**config.mk**
```make
export PLATFORM = sky130hd
export DESIGN_NAME = counter
export DESIGN_NICKNAME = d
export VERILOG_FILES = /design/src/rtl/counter.sv
export SDC_FILE = /design/constraint.sdc
export NUM_CORES = 1
export LEC_CHECK = 0
export CORE_ASPECT_RATIO = 1.2
export CORE_UTILIZATION = 43
export CTS_BUF_LIST = sky130_fd_sc_hd__clkbuf_4 sky130_fd_sc_hd__clkbuf_8
export CTS_CLUSTER_DIAMETER = 40
export DETAILED_ROUTE_END_ITERATION = 16
export PLACE_DENSITY = 0.81
export SYNTH_ARGS = -nofsm -noshare
export SYNTH_HDL_FRONTEND = slang
export SYNTH_SLANG_ARGS = --single-unit
```
**constraint.sdc**
```tcl
create_clock -name clk_i -period 1.9 [get_ports clk_i]
set_input_delay 0.38 -clock clk_i [delete_from_list [all_inputs] [get_ports clk_i]]
set_output_delay 0.38 -clock clk_i [all_outputs]
set_load 0.02 [all_outputs]
```
**src/rtl/counter.sv**
```systemverilog
// counter -- loadable up/down counter with a fixed step.
//
// Build option: define COUNTER_SATURATE_EN to clamp counting at the
// extremes (all-ones going up, zero going down) instead of wrapping.
// Loading is never clamped in either build.
//
// Parameters:
//   width_p      counter width in bits (1..32)
//   reset_val_p  value forced into the count while reset_ni is low
//   step_p       amount added/subtracted per enabled cycle
//
// Ports:
//   clk_i         rising-edge clock
//   reset_ni      asynchronous active-low reset
//   up_i          count-up enable
//   down_i        count-down enable (up_i == down_i means hold)
//   load_i        load enable, highest priority
//   loaded_val_i  value taken when load_i is high
//   counter_o     current count, straight from the register
//   step_o        constant step_p
//   reset_val_o   constant reset_val_p
module counter #(
  parameter int unsigned        width_p     = 8,
  parameter logic [width_p-1:0] reset_val_p = '0,
  parameter logic [width_p-1:0] step_p      = width_p'(1)
) (
  input  logic               clk_i,
  input  logic               reset_ni,
  input  logic               up_i,
  input  logic               down_i,
  input  logic               load_i,
  input  logic [width_p-1:0] loaded_val_i,
  output logic [width_p-1:0] counter_o,
  output logic [width_p-1:0] step_o,
  output logic [width_p-1:0] reset_val_o
);

  logic [width_p-1:0] count_q;
  logic [width_p-1:0] count_d;
  logic [width_p-1:0] inc_val;
  logic [width_p-1:0] dec_val;

`ifdef COUNTER_SATURATE_EN
  // One extra bit exposes carry-out on add and borrow on subtract.
  logic [width_p:0] sum_w;
  logic [width_p:0] diff_w;

  always_comb begin
    sum_w   = {1'b0, count_q} + {1'b0, step_p};
    diff_w  = {1'b0, count_q} - {1'b0, step_p};
    inc_val = sum_w[width_p]  ? '1 : sum_w[width_p-1:0];
    dec_val = diff_w[width_p] ? '0 : diff_w[width_p-1:0];
  end
`else
  always_comb begin
    inc_val = count_q + step_p;
    dec_val = count_q - step_p;
  end
`endif

  always_comb begin
    count_d = count_q;
    if (load_i) begin
      count_d = loaded_val_i;
    end else if (up_i && !down_i) begin
      count_d = inc_val;
    end else if (down_i && !up_i) begin
      count_d = dec_val;
    end
  end

  always_ff @(posedge clk_i or negedge reset_ni) begin
    if (!reset_ni) begin
      count_q <= reset_val_p;
    end else begin
      count_q <= count_d;
    end
  end

  assign counter_o   = count_q;
  assign step_o      = step_p;
  assign reset_val_o = reset_val_p;

endmodule

```
### Word level (Yosys, flattened, before mapping)

Cells that the tools add are included.
Widths: inputs -> output; s select.

* bits in registers: 8
* bits in latches: 0
* bits in writable memories: 0
* ROM bits: 0
* output and inout bits: 24
* memories: 0

* add/sub/neg operators: 2
* $mul: 0
* divide/modulo/power cells: 0
* order comparisons: 0
* eq/ne operators: 0
* shift operators: 0
* muxes and demuxes: 3
* bitwise gates (word level): 0
* reductions and logical operators: 5

Operators by type and width (count)
* $mux 8: 3
* $add 8x1->8 const B: 1
* $sub 8x1->8 const B: 1
* $reduce_bool 3->1: 1
* $logic_and 1x1->1: 2
* $logic_not 1->1: 2

### Depth between registers and ports, before layout

Gate-level depths: netlist (run 1).

* word-level depth: 5
* depth in mapped cells: 8
* depth with buffers taken out: 7

### Worst setup path after synthesis (run 1)

OpenSTA, ideal clock, no wires.

* path kind: input -> register
* start point: in up_i
* end point: reg count_q[6] (netlist: counter_o[6])
* setup time: 120 ps
* data arrival time: 2026 ps
* required time: 1780 ps
* slack: -246 ps
* cell stages on the path: 8
* cells stage by stage: buf_2 > nand2b_1 > ha_1 > a21oi_1 > o21ai_0 > a21oi_1 > or4b_1 > and3_1

* word-level cells in the longest chain between the ends: 3
* elaborated cells between the ends (all ways): 6
* classes of those cells: mux (2); reduce/logical (4)

Ends and longest elaborated chain
* from (decl): RTL line 29 `input logic up_i,`
* $logic_and 1x1->1 or $logic_not 1->1 (tied branches): RTL line 65, 67
* $mux 8 or $logic_and 1x1->1 (tied branches): RTL line 65, 67
* $mux 8 or $reduce_bool 3->1 (tied branches)
* to (signal assigned): RTL line 74 `count_q <= reset_val_p;`
* to (signal assigned): RTL line 76 `count_q <= count_d;`
* to (decl): RTL line 38 `logic [width_p-1:0] count_q;`

Several ways; a longest one is shown, not always the timed one.
A chain may end at the register's enable or synchronous reset.

### Final worst setup path (run 1)

* start point: reg count_q[4] (netlist: counter_o[4])
* end point: reg count_q[6] (netlist: counter_o[6])

* word-level cells in the longest chain between the ends: 4
* elaborated cells between the ends (all ways): 5
* classes of those cells: add/sub (2); mux (3)

Ends and longest elaborated chain
* $sub 8x1->8: RTL line 57 `dec_val = count_q - step_p;`
* $mux 8: RTL line 67 `end else if (down_i && !up_i) begin`
* $mux 8 *: RTL line 65 `end else if (up_i && !down_i) begin`
* $mux 8 *: RTL line 63 `if (load_i) begin`

Every way passes the cells marked *; elsewhere a longest branch is shown, timed or not. The select of a mux whose other input is x is not followed.

==> results of run 1 <==
[worst max-delay path, stage by stage (launching register included)]
cell	delay, ns
sky130_fd_sc_hd__dfrtp_1	0.42
sky130_fd_sc_hd__ha_4	0.32
sky130_fd_sc_hd__nand2_4	0.06
sky130_fd_sc_hd__o21ai_2	0.15
sky130_fd_sc_hd__a21oi_2	0.08
sky130_fd_sc_hd__or4b_1	0.50
sky130_fd_sc_hd__and3_1	0.17
[kinds of logic (layout without fill, tap and decap cells)]
family          after synthesis  count (layout)
xor+xnor                      7               7
other cells                   2              16
compound gates               23              23
buf+inv                      21              38
simple gates                 25              25
flops                         8               8
mux                           3               3
fa+ha+maj                     8               8
[power groups by stage]
| stage | registers (mW) | logic [mW] | clock network (mW) |
|---|---|---|---|
| floorplan | 0.292 | 0.308 | 0 |
| global placement | 0.252 | 0.517 | 0 |
| detailed placement | 0.254 | 0.537 | 0 |
| CTS | 0.252 | 0.558 | 0.144 |
| global route | 0.260 | 0.665 | 0.159 |
| finish | 0.255 | 0.621 | 0.146 |
[Yosys cell counts, types with 3 or more instances]
| cell type | n | share of area [%] |
|---|---|---|
| sky130_fd_sc_hd__a21oi_1 | 11 | 6.7 |
| sky130_fd_sc_hd__buf_4 | 16 | 15 |
| sky130_fd_sc_hd__dfrtp_1 | 8 | 24 |
| sky130_fd_sc_hd__ha_1 | 7 | 11 |
| sky130_fd_sc_hd__nand2_1 | 9 | 4.1 |
| sky130_fd_sc_hd__nor3_1 | 3 | 1.8 |
| sky130_fd_sc_hd__o21ai_0 | 6 | 3.7 |
| sky130_fd_sc_hd__xnor2_1 | 4 | 4.3 |
[layout make-up]
cell class | instances | area, um^2 | share of cell area, %
inverters | 2 | 7.51 | 0.643
flip-flops and latches | 8 | 201 | 17.3
clock buffers | 3 | 22.5 | 1.93
well taps | 18 | 22.5 | 1.93
multi-input cells | 82 | 626 | 53.6
repair buffers | 33 | 288 | 24.7
[layer usage]
metal	wire, um	track usage (%)	vias to the layer above
met5	0	0	-
met4	40	10.8	0
met3	86	6.23	6
met2	1140	35.7	29
met1	774	20.6	360
li1	-	-	364
[cells in the final DEF, fill, tap and decap left out, types with 2 or more instances in the layout]
| cell | n |
|---|---|
| sky130_fd_sc_hd__inv_1 | 2 |
| sky130_fd_sc_hd__nand2_1 | 8 |
| sky130_fd_sc_hd__nor2_1 | 2 |
| sky130_fd_sc_hd__dfrtp_1 | 7 |
| sky130_fd_sc_hd__clkbuf_2 | 2 |
| sky130_fd_sc_hd__ha_4 | 4 |
| sky130_fd_sc_hd__a21oi_2 | 3 |
| sky130_fd_sc_hd__clkdlybuf4s50_1 | 18 |
| sky130_fd_sc_hd__o21ai_0 | 5 |
| sky130_fd_sc_hd__xor2_1 | 2 |
| sky130_fd_sc_hd__xnor2_1 | 4 |
| sky130_fd_sc_hd__a21oi_1 | 8 |
| sky130_fd_sc_hd__mux2_2 | 2 |
| sky130_fd_sc_hd__ha_1 | 3 |
| sky130_fd_sc_hd__clkbuf_4 | 3 |
| sky130_fd_sc_hd__nor3_1 | 3 |
| sky130_fd_sc_hd__buf_4 | 13 |
| sky130_fd_sc_hd__nand3_1 | 2 |
| sky130_fd_sc_hd__conb_1 | 16 |
[repair_timing]
item,in CTS,in global routing
gates resized for setup,6,12
gates cloned,0,0
pin swaps,3,7
setup buffers,0,1
endpoints found under the setup margin,5,2
[worst paths after layout]
kind | from | end | slack (ns) | cells past startpoint
min | reset_ni | counter_o[6] | 0.40 | 1
max | counter_o[4] | counter_o[6] | 0.08 | 6
max in group asynchronous | reset_ni | counter_o[1] | 1.20 | 1
max reg2reg | counter_o[4] | counter_o[6] | 0.08 | 6
min reg2reg | counter_o[4] | counter_o[4] | 0.66 | 2
min in group clk_i | down_i | counter_o[4] | 0.65 | 5
[through the flow]
stage          TNS, ns  cells  total power, mW  cell area [um^2]  hold WS [ns]
2_1_floorplan        0    111            0.600               925        0.0844
3_3_place_gp     -1.91    142            0.768              1100         0.634
3_5_place_dp     -2.19    142            0.792              1100         0.663
4_1_cts              0    145            0.954              1130         0.416
5_1_grt              0    146             1.08              1170         0.421
6_report             0    146             1.02              1170         0.398
==> results_tabular.tex, run 1 <==
\begin{tabular}{lr}
\hline
Metric & Value \\
\hline
\multicolumn{2}{l}{\textbf{Pwr}} \\
\quad Switching power as a share of total power & 41.5\% \\
\quad Static Leakage & 0.515 nW \\
\quad Cell Int Power & 0.598 mW \\
\quad Switching power summed over all nets & 0.424 mW \\
\quad Combinational power share & 60.7\% \\
\quad Power density cells & 876 mW/mm\^{}2 \\
\quad Worst voltage drop across the vdd grid & 0.000506 V \\
\quad Power share of the sequential group & 24.9\% \\
\quad Portion of total power attributed to the clock network & 14.3\% \\
\multicolumn{2}{l}{\textbf{Timing}} \\
\quad Least setup slack across all paths after layout & 0.0834 ns \\
\quad Layout Skew & 0.00189 ns \\
\quad RSZ-0062 raised after global routing & no \\
\quad Top achievable clock speed & 550 MHz \\
\quad Final hold vios & 0 \\
\quad Post-route clock period utilization & 95.6\% \\
\quad Tmin final & 1.82 ns \\
\quad Final setup violation count & 0 \\
\quad Number of max-slew violations in the final report & 0 \\
\multicolumn{2}{l}{\textbf{Global routing}} \\
\quad Pin count of the biggest net entering global routing & 15 \\
\quad First-pass GRT wire length & 3110 um \\
\quad Via count of the first global-routing pass & 707 \\
\quad Initial antenna violation count & 0 \\
\quad Total GRT Usage & 20.1\% \\
\quad Global route total overflow & 0 \\
\multicolumn{2}{l}{\textbf{Logic synthesis}} \\
\quad Cell area after synthesis & 821 um\^{}2 \\
\quad Syn avg cell area & 8.46 um\^{}2 \\
\quad Number of enable-type register cells in the synthesized netlist & 0 \\
\quad Syn. warnings & 0 \\
\quad Async S/R FF share, synth & 100\% \\
\quad Area share of and/or/nand/nor cells after synthesis & 16.2\% \\
\quad Share of the synthesized netlist area taken by xor and xnor gates & 8.38\% \\
\quad Mux cell area share after synthesis & 3.96\% \\
\quad Distinct cell type count of the synthesized netlist & 33 \\
\quad Adder-cell share of the synthesized area & 13.1\% \\
\quad Synthesized-area fraction occupied by ao, oa, aoi and oai cells & 16.0\% \\
\quad Synth Register Bits & 8 \\
\quad Sequential area share after synthesis & 24.4\% \\
\quad Instance count of the mapped netlist & 97 \\
\quad Largest family of logic cells by synthesized area & buffers and inverters \\
\quad Primary FF master, synth & sky130\_fd\_sc\_hd\_\_dfrtp\_1 \\
\multicolumn{2}{l}{\textbf{Clock tree}} \\
\quad Cell chosen for the clock root & sky130\_fd\_sc\_hd\_\_clkbuf\_4 \\
\quad Post-cts hold buffer count & 0 \\
\quad CTS tree & done \\
\quad Maximum clock insertion buffer count & 2 \\
\quad Total CTS buffers & 3 \\
\quad Sinks on Clock Net & 8 \\
\quad Clock latency at the later pin of the worst-skew pair & 0.27 ns \\
\quad H-Tree Level Count & 1 \\
\quad Clock transition at path regs & 0.06 ns \\
\multicolumn{2}{l}{\textbf{Drt}} \\
\quad Count of antenna-violating nets left after detailed routing & 0 \\
\quad Number of remaining DRC errors & 0 \\
\quad 1st-pass router iterations & 4 \\
\quad Total routed wirelength & 2040 um \\
\quad Number of design-rule violations left by the first detailed-router iteration & 12 \\
\quad Average via count per standard cell & 5.20 \\
\quad Number of vias in the routed layout & 759 \\
\quad Wirelength per Cell & 14.0 um \\
\multicolumn{2}{l}{\textbf{Placement}} \\
\quad Total half-perimeter wirelength after legalization and detailed placement & 1490 um \\
\quad Final GP Congestion & 0.837 \\
\quad PortBufs & 20 \\
\quad Place WS & -0.526 ns \\
\multicolumn{2}{l}{\textbf{Cells and area}} \\
\quad Net count, final & 151 \\
\quad Final core utilization & 68.6\% \\
\quad \# fillers & 135 \\
\quad Fraction of layout instances using a drive strength above 1 & 28.1\% \\
\quad Diodes inserted & 0 \\
\quad Largest register FFs & 8 \\
\quad Area growth from synthesis to layout & 42.2\% \\
\multicolumn{2}{l}{\textbf{Critical path}} \\
\quad Worst Setup Path Type & flop to flop \\
\quad Worst endpoint required time & 2.06 ns \\
\quad CP arrival & 1.98 ns \\
\quad Startpoint class of the critical path & flop \\
\quad Critical-path maximum fanout & 3 \\
\quad Critical path endpoint category & flop \\
\multicolumn{2}{l}{\textbf{Floorplanning}} \\
\quad DIE HEIGHT & 49.9 um \\
\quad Die footprint & 0.00209 mm\^{}2 \\
\quad Top-Level Pins & 37 \\
\quad Row count & 16 \\
\quad Initial cell density of the core & 48.2\% \\
\quad Die Width & 41.9 um \\
\quad Core ar. & 0.00170 mm\^{}2 \\
\multicolumn{2}{l}{\textbf{Run}} \\
\quad Number of max-cap violations & 0 \\
\multicolumn{2}{l}{\textbf{Run status}} \\
\quad Run status & finished, final reports clean \\
\multicolumn{2}{l}{\textbf{Min path}} \\
\quad Path category of the worst min-delay check & input pin to asynchronous set/reset pin \\
\hline
\end{tabular}
(Power assumes the default switching activity.)
==> run 2: changes to the inputs <==
==> config.mk (replaced) <==
export PLATFORM = sky130hd
export DESIGN_NAME = counter
export DESIGN_NICKNAME = d
export VERILOG_FILES = /design/src/rtl/counter.sv
export SDC_FILE = /design/constraint.sdc
export NUM_CORES = 1
export LEC_CHECK = 0
export CORE_ASPECT_RATIO = 1.2
export CORE_UTILIZATION = 41
export CTS_BUF_LIST = sky130_fd_sc_hd__clkbuf_16
export CTS_CLUSTER_DIAMETER = 40
export DETAILED_ROUTE_END_ITERATION = 16
export PLACE_DENSITY = 0.78
export SETUP_SLACK_MARGIN = 0.3
export SYNTH_ARGS = -nofsm -noshare
export SYNTH_HDL_FRONTEND = slang
export SYNTH_SLANG_ARGS = --single-unit
==> run 2 against run 1 <==
  * Fmax increased by 0.43%
  * Largest cell class unchanged
  * Worst hold slack improved by 0.052 ns
  * Die area increased by 4.7%
  * Non-clock buffer count increased by 3
==> results_tabular.tex, run 2 (same netlist as run 1, synthesis figures left out) <==
\begin{tabular}{lr}
\hline
Metric & Value \\
\hline
\multicolumn{2}{l}{\textbf{Critical path}} \\
\quad Worst reg-to-reg setup slack & 0.13 ns (was 0.08 ns) \\
\quad CP arrival & 1.92 ns (was 1.98 ns) \\
\quad Reg2reg end & counter\_o[6] (unchanged) \\
\quad Critical-path maximum fanout & 6 (was 3) \\
\quad Destination of the critical timing path & counter\_o[6] (unchanged) \\
\quad Critical path endpoint category & flop (unchanged) \\
\quad Number of cell instances on the worst register-to-register path & 6 (unchanged) \\
\quad Worst Setup Path Type & input pin to flop (was flop to flop) \\
\quad Startpoint class of the critical path & input pin (was flop) \\
\quad Worst endpoint required time & 2.02 ns (was 2.06 ns) \\
\quad Reg-to-reg startpoint & counter\_o[2] (was counter\_o[4]) \\
\quad Crit path launch & down\_i (was counter\_o[4]) \\
\multicolumn{2}{l}{\textbf{Clock tree}} \\
\quad Total CTS buffers & 3 (unchanged) \\
\quad Clock transition at path regs & 0.04 ns (was 0.06 ns) \\
\quad Post-cts hold buffer count & 0 (unchanged) \\
\quad Cell chosen for the clock root & sky130\_fd\_sc\_hd\_\_clkbuf\_16 (was sky130\_fd\_sc\_hd\_\_clkbuf\_4) \\
\quad H-Tree Level Count & 1 (unchanged) \\
\quad Sinks on Clock Net & 8 (unchanged) \\
\quad Clock latency at the later pin of the worst-skew pair & 0.23 ns (was 0.27 ns) \\
\quad Maximum clock insertion buffer count & 2 (unchanged) \\
\quad CTS tree & done (unchanged) \\
\multicolumn{2}{l}{\textbf{Cells and area}} \\
\quad Net count, final & 154 (was 151) \\
\quad Largest register FFs & 8 (unchanged) \\
\quad Area growth from synthesis to layout & 57.5\% (was 42.2\%) \\
\quad \# fillers & 137 (was 135) \\
\quad Design Area, Final & 0.00129 mm\^{}2 (was 0.00117 mm\^{}2) \\
\quad Fraction of layout instances using a drive strength above 1 & 34.4\% (was 28.1\%) \\
\quad Diodes inserted & 0 (unchanged) \\
\quad Most used cells in the layout excluding fill and tap cells & 16 x sky130\_fd\_sc\_hd\_\_conb\_1, 16 x sky130\_fd\_sc\_hd\_\_buf\_4, 10 x sky130\_fd\_sc\_hd\_\_clkdlybuf4s50\_1 (was 18 x sky130\_fd\_sc\_hd\_\_clkdlybuf4s50\_1, 16 x sky130\_fd\_sc\_hd\_\_conb\_1, 13 x sky130\_fd\_sc\_hd\_\_buf\_4) \\
\multicolumn{2}{l}{\textbf{Timing}} \\
\quad RSZ-0062 raised after global routing & yes (was no) \\
\quad Top achievable clock speed & 553 MHz (was 550 MHz) \\
\quad Worst hold margin & 0.450 ns (was 0.398 ns) \\
\quad Least setup slack across all paths after layout & 0.0912 ns (was 0.0834 ns) \\
\quad Layout Skew & 0.00157 ns (was 0.00189 ns) \\
\quad Tmin final & 1.81 ns (was 1.82 ns) \\
\quad Sum of negative setup slack & 0 ns (unchanged) \\
\quad Final setup violation count & 0 (unchanged) \\
\quad Post-route clock period utilization & 95.2\% (was 95.6\%) \\
\quad Number of max-slew violations in the final report & 0 (unchanged) \\
\quad Final hold vios & 0 (unchanged) \\
\multicolumn{2}{l}{\textbf{Floorplanning}} \\
\quad Row count & 17 (was 16) \\
\quad DIE HEIGHT & 51.0 um (was 49.9 um) \\
\quad Die footprint & 0.00219 mm\^{}2 (was 0.00209 mm\^{}2) \\
\quad Die Width & 42.8 um (was 41.9 um) \\
\quad Initial cell density of the core & 44.4\% (was 48.2\%) \\
\quad Top-Level Pins & 37 (unchanged) \\
\quad Core ar. & 0.00185 mm\^{}2 (was 0.00170 mm\^{}2) \\
\multicolumn{2}{l}{\textbf{Pwr}} \\
\quad Overall Power & 1.28 mW (was 1.02 mW) \\
\quad Power density cells & 987 mW/mm\^{}2 (was 876 mW/mm\^{}2) \\
\quad Static Leakage & 0.581 nW (was 0.515 nW) \\
\quad Worst voltage drop across the vdd grid & 0.000520 V (was 0.000506 V) \\
\multicolumn{2}{l}{\textbf{Drt}} \\
\quad Total routed wirelength & 2110 um (was 2040 um) \\
\quad Number of design-rule violations left by the first detailed-router iteration & 10 (was 12) \\
\quad Number of vias in the routed layout & 771 (was 759) \\
\quad Average via count per standard cell & 5.14 (was 5.20) \\
\quad Wirelength per Cell & 14.1 um (was 14.0 um) \\
\quad 1st-pass router iterations & 4 (unchanged) \\
\quad Number of remaining DRC errors & 0 (unchanged) \\
\quad Count of antenna-violating nets left after detailed routing & 0 (unchanged) \\
\multicolumn{2}{l}{\textbf{Global routing}} \\
\quad Pin count of the biggest net entering global routing & 11 (was 15) \\
\quad First-pass GRT wire length & 3350 um (was 3110 um) \\
\quad Total GRT Usage & 20.3\% (was 20.1\%) \\
\quad Global route total overflow & 0 (unchanged) \\
\quad Via count of the first global-routing pass & 792 (was 707) \\
\quad Initial antenna violation count & 0 (unchanged) \\
\multicolumn{2}{l}{\textbf{Placement}} \\
\quad Total half-perimeter wirelength after legalization and detailed placement & 1430 um (was 1490 um) \\
\quad Place WS & -0.484 ns (was -0.526 ns) \\
\quad Final GP Congestion & 0.796 (was 0.837) \\
\quad Cell Area, Placed & 0.00113 mm\^{}2 (was 0.00110 mm\^{}2) \\
\quad PortBufs & 20 (unchanged) \\
\multicolumn{2}{l}{\textbf{Run status}} \\
\quad Run status & finished, final reports clean (unchanged) \\
\multicolumn{2}{l}{\textbf{Run}} \\
\quad Number of max-cap violations & 0 (unchanged) \\
\multicolumn{2}{l}{\textbf{Min path}} \\
\quad Path category of the worst min-delay check & input pin to asynchronous set/reset pin (unchanged) \\
\hline
\end{tabular}
==> run 2: worst min-delay path by stage <==
stage	to	slack [ns]
2_1_floorplan	counter_o[0]	0.08
3_3_place_gp	counter_o[4]	0.63
3_5_place_dp	counter_o[4]	0.65
4_1_cts	counter_o[5]	0.45
5_1_grt	counter_o[5]	0.48
6_report	counter_o[2]	0.45
==> run 2: worst max-delay path, cell delays in order <==
cell,delay (ns)
sky130_fd_sc_hd__buf_6,0.09
sky130_fd_sc_hd__nand2b_4,0.20
sky130_fd_sc_hd__ha_4,0.33
sky130_fd_sc_hd__nand2_4,0.07
sky130_fd_sc_hd__o21ai_2,0.12
sky130_fd_sc_hd__a21oi_2,0.08
sky130_fd_sc_hd__or4b_1,0.48
sky130_fd_sc_hd__and3_1,0.18
==> run 2: area by class of cell <==
| class | instances | area, um^2 | share of cell area [%] |
|---|---|---|---|
| Clock buffer | 3 | 75.1 | 5.81 |
| Tap cell | 19 | 23.8 | 1.84 |
| Sequential cell | 8 | 203 | 15.7 |
| Multi-Input combinational cell | 82 | 677 | 52.4 |
| Inverter | 2 | 7.51 | 0.581 |
| Timing Repair Buffer | 36 | 307 | 23.7 |
==> run 2: through the flow <==
step | cells | utilization (%)
floorplan | 111 | -
CTS | 148 | 65.4
global placement | 144 | 60.9
finish | 150 | 69.8
detailed placement | 144 | 60.9
global route | 150 | 69.8
==> run 2: power by group <==
group | total (mW) | leakage [nW] | internal (mW) | switching, mW
registers | 0.260 | 0.0923 | 0.208 | 0.0525
logic | 0.664 | 0.452 | 0.331 | 0.332
clock network | 0.352 | 0.0370 | 0.271 | 0.0809
==> run 2: what timing repair did <==
action,4_1_cts,5_1_grt
resized for setup,19,16
pin swaps,8,16
endpoints found under the setup margin,15,6
buffers inserted,1,2
==> run 2: routing by layer <==
layer	routed length [um]	GRT usage, %
met1	796	22.8
met2	1230	37.6
met3	78	2.12
met4	12	9.38
met5	0	0
==> run 3: changes to the inputs <==
--- a/config.mk
+++ b/config.mk
@@ -6,11 +6,13 @@
 export NUM_CORES = 1
 export LEC_CHECK = 0
 export CORE_ASPECT_RATIO = 1.2
-export CORE_UTILIZATION = 41
+export CORE_UTILIZATION = 37
 export CTS_BUF_LIST = sky130_fd_sc_hd__clkbuf_16
 export CTS_CLUSTER_DIAMETER = 40
 export DETAILED_ROUTE_END_ITERATION = 16
-export PLACE_DENSITY = 0.78
+export MAX_ROUTING_LAYER = met4
+export PLACE_DENSITY = 0.74
+export RECOVER_POWER = 50
 export SETUP_SLACK_MARGIN = 0.3
 export SYNTH_ARGS = -nofsm -noshare
 export SYNTH_HDL_FRONTEND = slang
==> constraint.sdc (replaced) <==
create_clock -name clk_i -period 1.6 [get_ports clk_i]
set_input_delay 0.32 -clock clk_i [delete_from_list [all_inputs] [get_ports clk_i]]
set_output_delay 0.32 -clock clk_i [all_outputs]
set_load 0.02 [all_outputs]
==> run 3 against run 2 <==
  * Routed wire length is 13% higher
  * Highest routed layer unchanged
  * Via count rose by 5.3%
  * The flow now finishes with violations (setup timing)
  * Largest cell class unchanged
  * Non-clock buffer count rose by 6
  * Critical path type is now flop to flop
==> results_tabular.tex, run 3 (same netlist as run 1, synthesis figures left out) <==
\begin{tabular}{lr}
\hline
Metric & Value \\
\hline
\multicolumn{2}{l}{\textbf{Run status}} \\
\quad Run status & complete, but fails checks (was finished, final reports clean) \\
\quad Violated checks & setup timing \\
\multicolumn{2}{l}{\textbf{Critical path}} \\
\quad Worst reg-to-reg setup slack & -0.18 ns (was 0.13 ns) \\
\quad Startpoint class of the critical path & flop (was input pin) \\
\quad Worst Setup Path Type & flop to flop (was input pin to flop) \\
\quad Critical path endpoint category & flop (unchanged) \\
\quad CP arrival & 1.90 ns (was 1.92 ns) \\
\quad Critical-path maximum fanout & 3 (was 6) \\
\quad Worst endpoint required time & 1.72 ns (was 2.02 ns) \\
\multicolumn{2}{l}{\textbf{Run}} \\
\quad Number of max-cap violations & 0 (unchanged) \\
\multicolumn{2}{l}{\textbf{Global routing}} \\
\quad GR met2 Demand/Resource & 36.5\% (was 37.6\%) \\
\quad Pin count of the biggest net entering global routing & 14 (was 11) \\
\quad Initial antenna violation count & 0 (unchanged) \\
\quad Total GRT Usage & 21.4\% (was 20.3\%) \\
\quad Met3 layer usage reported by global route & 2.01\% (was 2.12\%) \\
\quad Via count of the first global-routing pass & 790 (was 792) \\
\quad Busiest layer in global routing & met2 (unchanged) \\
\quad Met1 track demand over resource in global routing & 25.2\% (was 22.8\%) \\
\quad First-pass GRT wire length & 3550 um (was 3350 um) \\
\quad Global route total overflow & 0 (unchanged) \\
\multicolumn{2}{l}{\textbf{Timing}} \\
\quad Tmin final & 1.78 ns \\
\quad Number of max-slew violations in the final report & 0 (unchanged) \\
\quad Final hold vios & 0 (unchanged) \\
\quad Layout Skew & 0.00462 ns (was 0.00157 ns) \\
\quad Final setup violation count & 5 (was 0) \\
\quad Post-route clock period utilization & 111\% \\
\quad RSZ-0062 raised after global routing & yes (unchanged) \\
\quad Worst hold margin & 0.458 ns (was 0.450 ns) \\
\quad Least setup slack across all paths after layout & -0.179 ns (was 0.0912 ns) \\
\quad Sum of negative setup slack & -0.556 ns (was 0 ns) \\
\quad Top achievable clock speed & 562 MHz \\
\multicolumn{2}{l}{\textbf{Clock tree}} \\
\quad Total CTS buffers & 3 (unchanged) \\
\quad Clock latency at the later pin of the worst-skew pair & 0.23 ns (about the same) \\
\quad Clock transition at path regs & 0.04 ns (about the same) \\
\quad H-Tree Level Count & 1 (unchanged) \\
\quad CTS tree & done (unchanged) \\
\quad Cell chosen for the clock root & sky130\_fd\_sc\_hd\_\_clkbuf\_16 (unchanged) \\
\quad Maximum clock insertion buffer count & 2 (unchanged) \\
\quad Sinks on Clock Net & 8 (unchanged) \\
\quad Post-cts hold buffer count & 0 (unchanged) \\
\multicolumn{2}{l}{\textbf{Floorplanning}} \\
\quad Top-Level Pins & 37 (unchanged) \\
\quad Row count & 18 (was 17) \\
\quad Die Width & 45.0 um (was 42.8 um) \\
\quad DIE HEIGHT & 53.6 um (was 51.0 um) \\
\quad Core ar. & 0.00207 mm\^{}2 (was 0.00185 mm\^{}2) \\
\quad Die footprint & 0.00241 mm\^{}2 (was 0.00219 mm\^{}2) \\
\quad Initial cell density of the core & 39.6\% (was 44.4\%) \\
\multicolumn{2}{l}{\textbf{Pwr}} \\
\quad Power density cells & 1200 mW/mm\^{}2 (was 987 mW/mm\^{}2) \\
\quad Static Leakage & 0.619 nW (was 0.581 nW) \\
\quad Overall Power & 1.68 mW (was 1.28 mW) \\
\quad Worst voltage drop across the vdd grid & 0.000691 V (was 0.000520 V) \\
\multicolumn{2}{l}{\textbf{Drt}} \\
\quad Wirelength per Cell & 14.3 um (was 14.1 um) \\
\quad Number of remaining DRC errors & 0 (unchanged) \\
\quad Total routed wirelength & 2400 um (was 2110 um) \\
\quad Number of vias in the routed layout & 812 (was 771) \\
\quad Count of antenna-violating nets left after detailed routing & 0 (unchanged) \\
\quad Average via count per standard cell & 4.83 (was 5.14) \\
\quad Number of design-rule violations left by the first detailed-router iteration & 9 (was 10) \\
\quad 1st-pass router iterations & 4 (unchanged) \\
\multicolumn{2}{l}{\textbf{Cells and area}} \\
\quad Most frequent standard cell in the layout excluding fill and tap cells & sky130\_fd\_sc\_hd\_\_buf\_4 \\
\quad Diodes inserted & 0 (unchanged) \\
\quad Non-filler instance count after layout & 168 (was 150) \\
\quad \# fillers & 181 (was 137) \\
\quad Area growth from synthesis to layout & 70.1\% (was 57.5\%) \\
\quad Most used cells in the layout excluding fill and tap cells & 19 x sky130\_fd\_sc\_hd\_\_buf\_4, 16 x sky130\_fd\_sc\_hd\_\_conb\_1, 9 x sky130\_fd\_sc\_hd\_\_clkdlybuf4s50\_1 (was 16 x sky130\_fd\_sc\_hd\_\_conb\_1, 16 x sky130\_fd\_sc\_hd\_\_buf\_4, 10 x sky130\_fd\_sc\_hd\_\_clkdlybuf4s50\_1) \\
\quad Net count, final & 160 (was 154) \\
\quad Largest register FFs & 8 (unchanged) \\
\quad Fraction of layout instances using a drive strength above 1 & 44.2\% (was 34.4\%) \\
\multicolumn{2}{l}{\textbf{Placement}} \\
\quad Total half-perimeter wirelength after legalization and detailed placement & 1510 um (was 1430 um) \\
\quad PortBufs & 20 (unchanged) \\
\quad Place WS & -0.727 ns (was -0.484 ns) \\
\quad Final GP Congestion & 0.857 (was 0.796) \\
\quad Placed cells & 159 (was 144) \\
\multicolumn{2}{l}{\textbf{Min path}} \\
\quad Path category of the worst min-delay check & input pin to asynchronous set/reset pin (unchanged) \\
\hline
\end{tabular}
## run 3: changes by cell type in the layout (fill, tap and decap cells not counted), moves of 2 or more
cell                              change
sky130_fd_sc_hd__dlygate4sd2_1        -8
sky130_fd_sc_hd__clkdlybuf4s15_1      +2
sky130_fd_sc_hd__buf_2                +2
sky130_fd_sc_hd__buf_4                +3
sky130_fd_sc_hd__buf_6                +6
## run 3: metal layers
metal / share of wire [%] / vias up / wire length, um
met4: 1.8 / 0 / 44
met1: 40 / 395 / 968
li1: - / 384 / -
met5: 0 / - / 0
met3: 2.7 / 6 / 64
met2: 55 / 27 / 1320
## run 3: path summary, 6_finish.rpt
check	start	cells past startpoint	end
min in group clk_i	loaded_val_i[2]	3	counter_o[2]
worst max register to register	counter_o[4]	6	counter_o[6]
worst min register to register	counter_o[5]	3	counter_o[5]
worst max-delay path	counter_o[4]	6	counter_o[6]
worst min-delay path	reset_ni	1	counter_o[2]
max in group asynchronous	reset_ni	1	counter_o[1]
## run 3: final cells by class
class | count | area [um^2] | share of cell area, %
clock inverters | 1 | 3.75 | 0.269
clock buffers | 3 | 75.1 | 5.38
multi-input cells | 82 | 708 | 50.7
flip-flops and latches | 8 | 203 | 14.5
repair buffers | 42 | 362 | 25.9
inverters | 2 | 7.51 | 0.538
well taps | 30 | 37.5 | 2.69
## run 3: critical path: stages (launching register included)
cell,delay (ns)
sky130_fd_sc_hd__dfrtp_1,0.41
sky130_fd_sc_hd__ha_4,0.32
sky130_fd_sc_hd__nand2_4,0.07
sky130_fd_sc_hd__o21ai_2,0.15
sky130_fd_sc_hd__a21oi_2,0.09
sky130_fd_sc_hd__or4b_1,0.45
sky130_fd_sc_hd__and3_1,0.17
## run 3: where the power goes
part / internal [mW] / total [mW] / switching [mW]
clock network: 0.326 / 0.433 / 0.107
registers: 0.247 / 0.301 / 0.0543
logic: 0.483 / 0.945 / 0.461
## run 3: stage by stage
step | instance area [um^2] | utilization, %
after CTS | 1310 | 63.4
final | 1400 | 67.4
after floorplan | 946 | -
after detailed placement | 1160 | 56.2
after global routing | 1400 | 67.4
after global placement | 1160 | 56.2
## run 3: repair_timing
| item | CTS | global route |
|---|---|---|
| pin swaps | 13 | 16 |
| resized for setup | 49 | 20 |
| setup buffers | 3 | 2 |
| setup endpoints to repair | 16 | 12 |
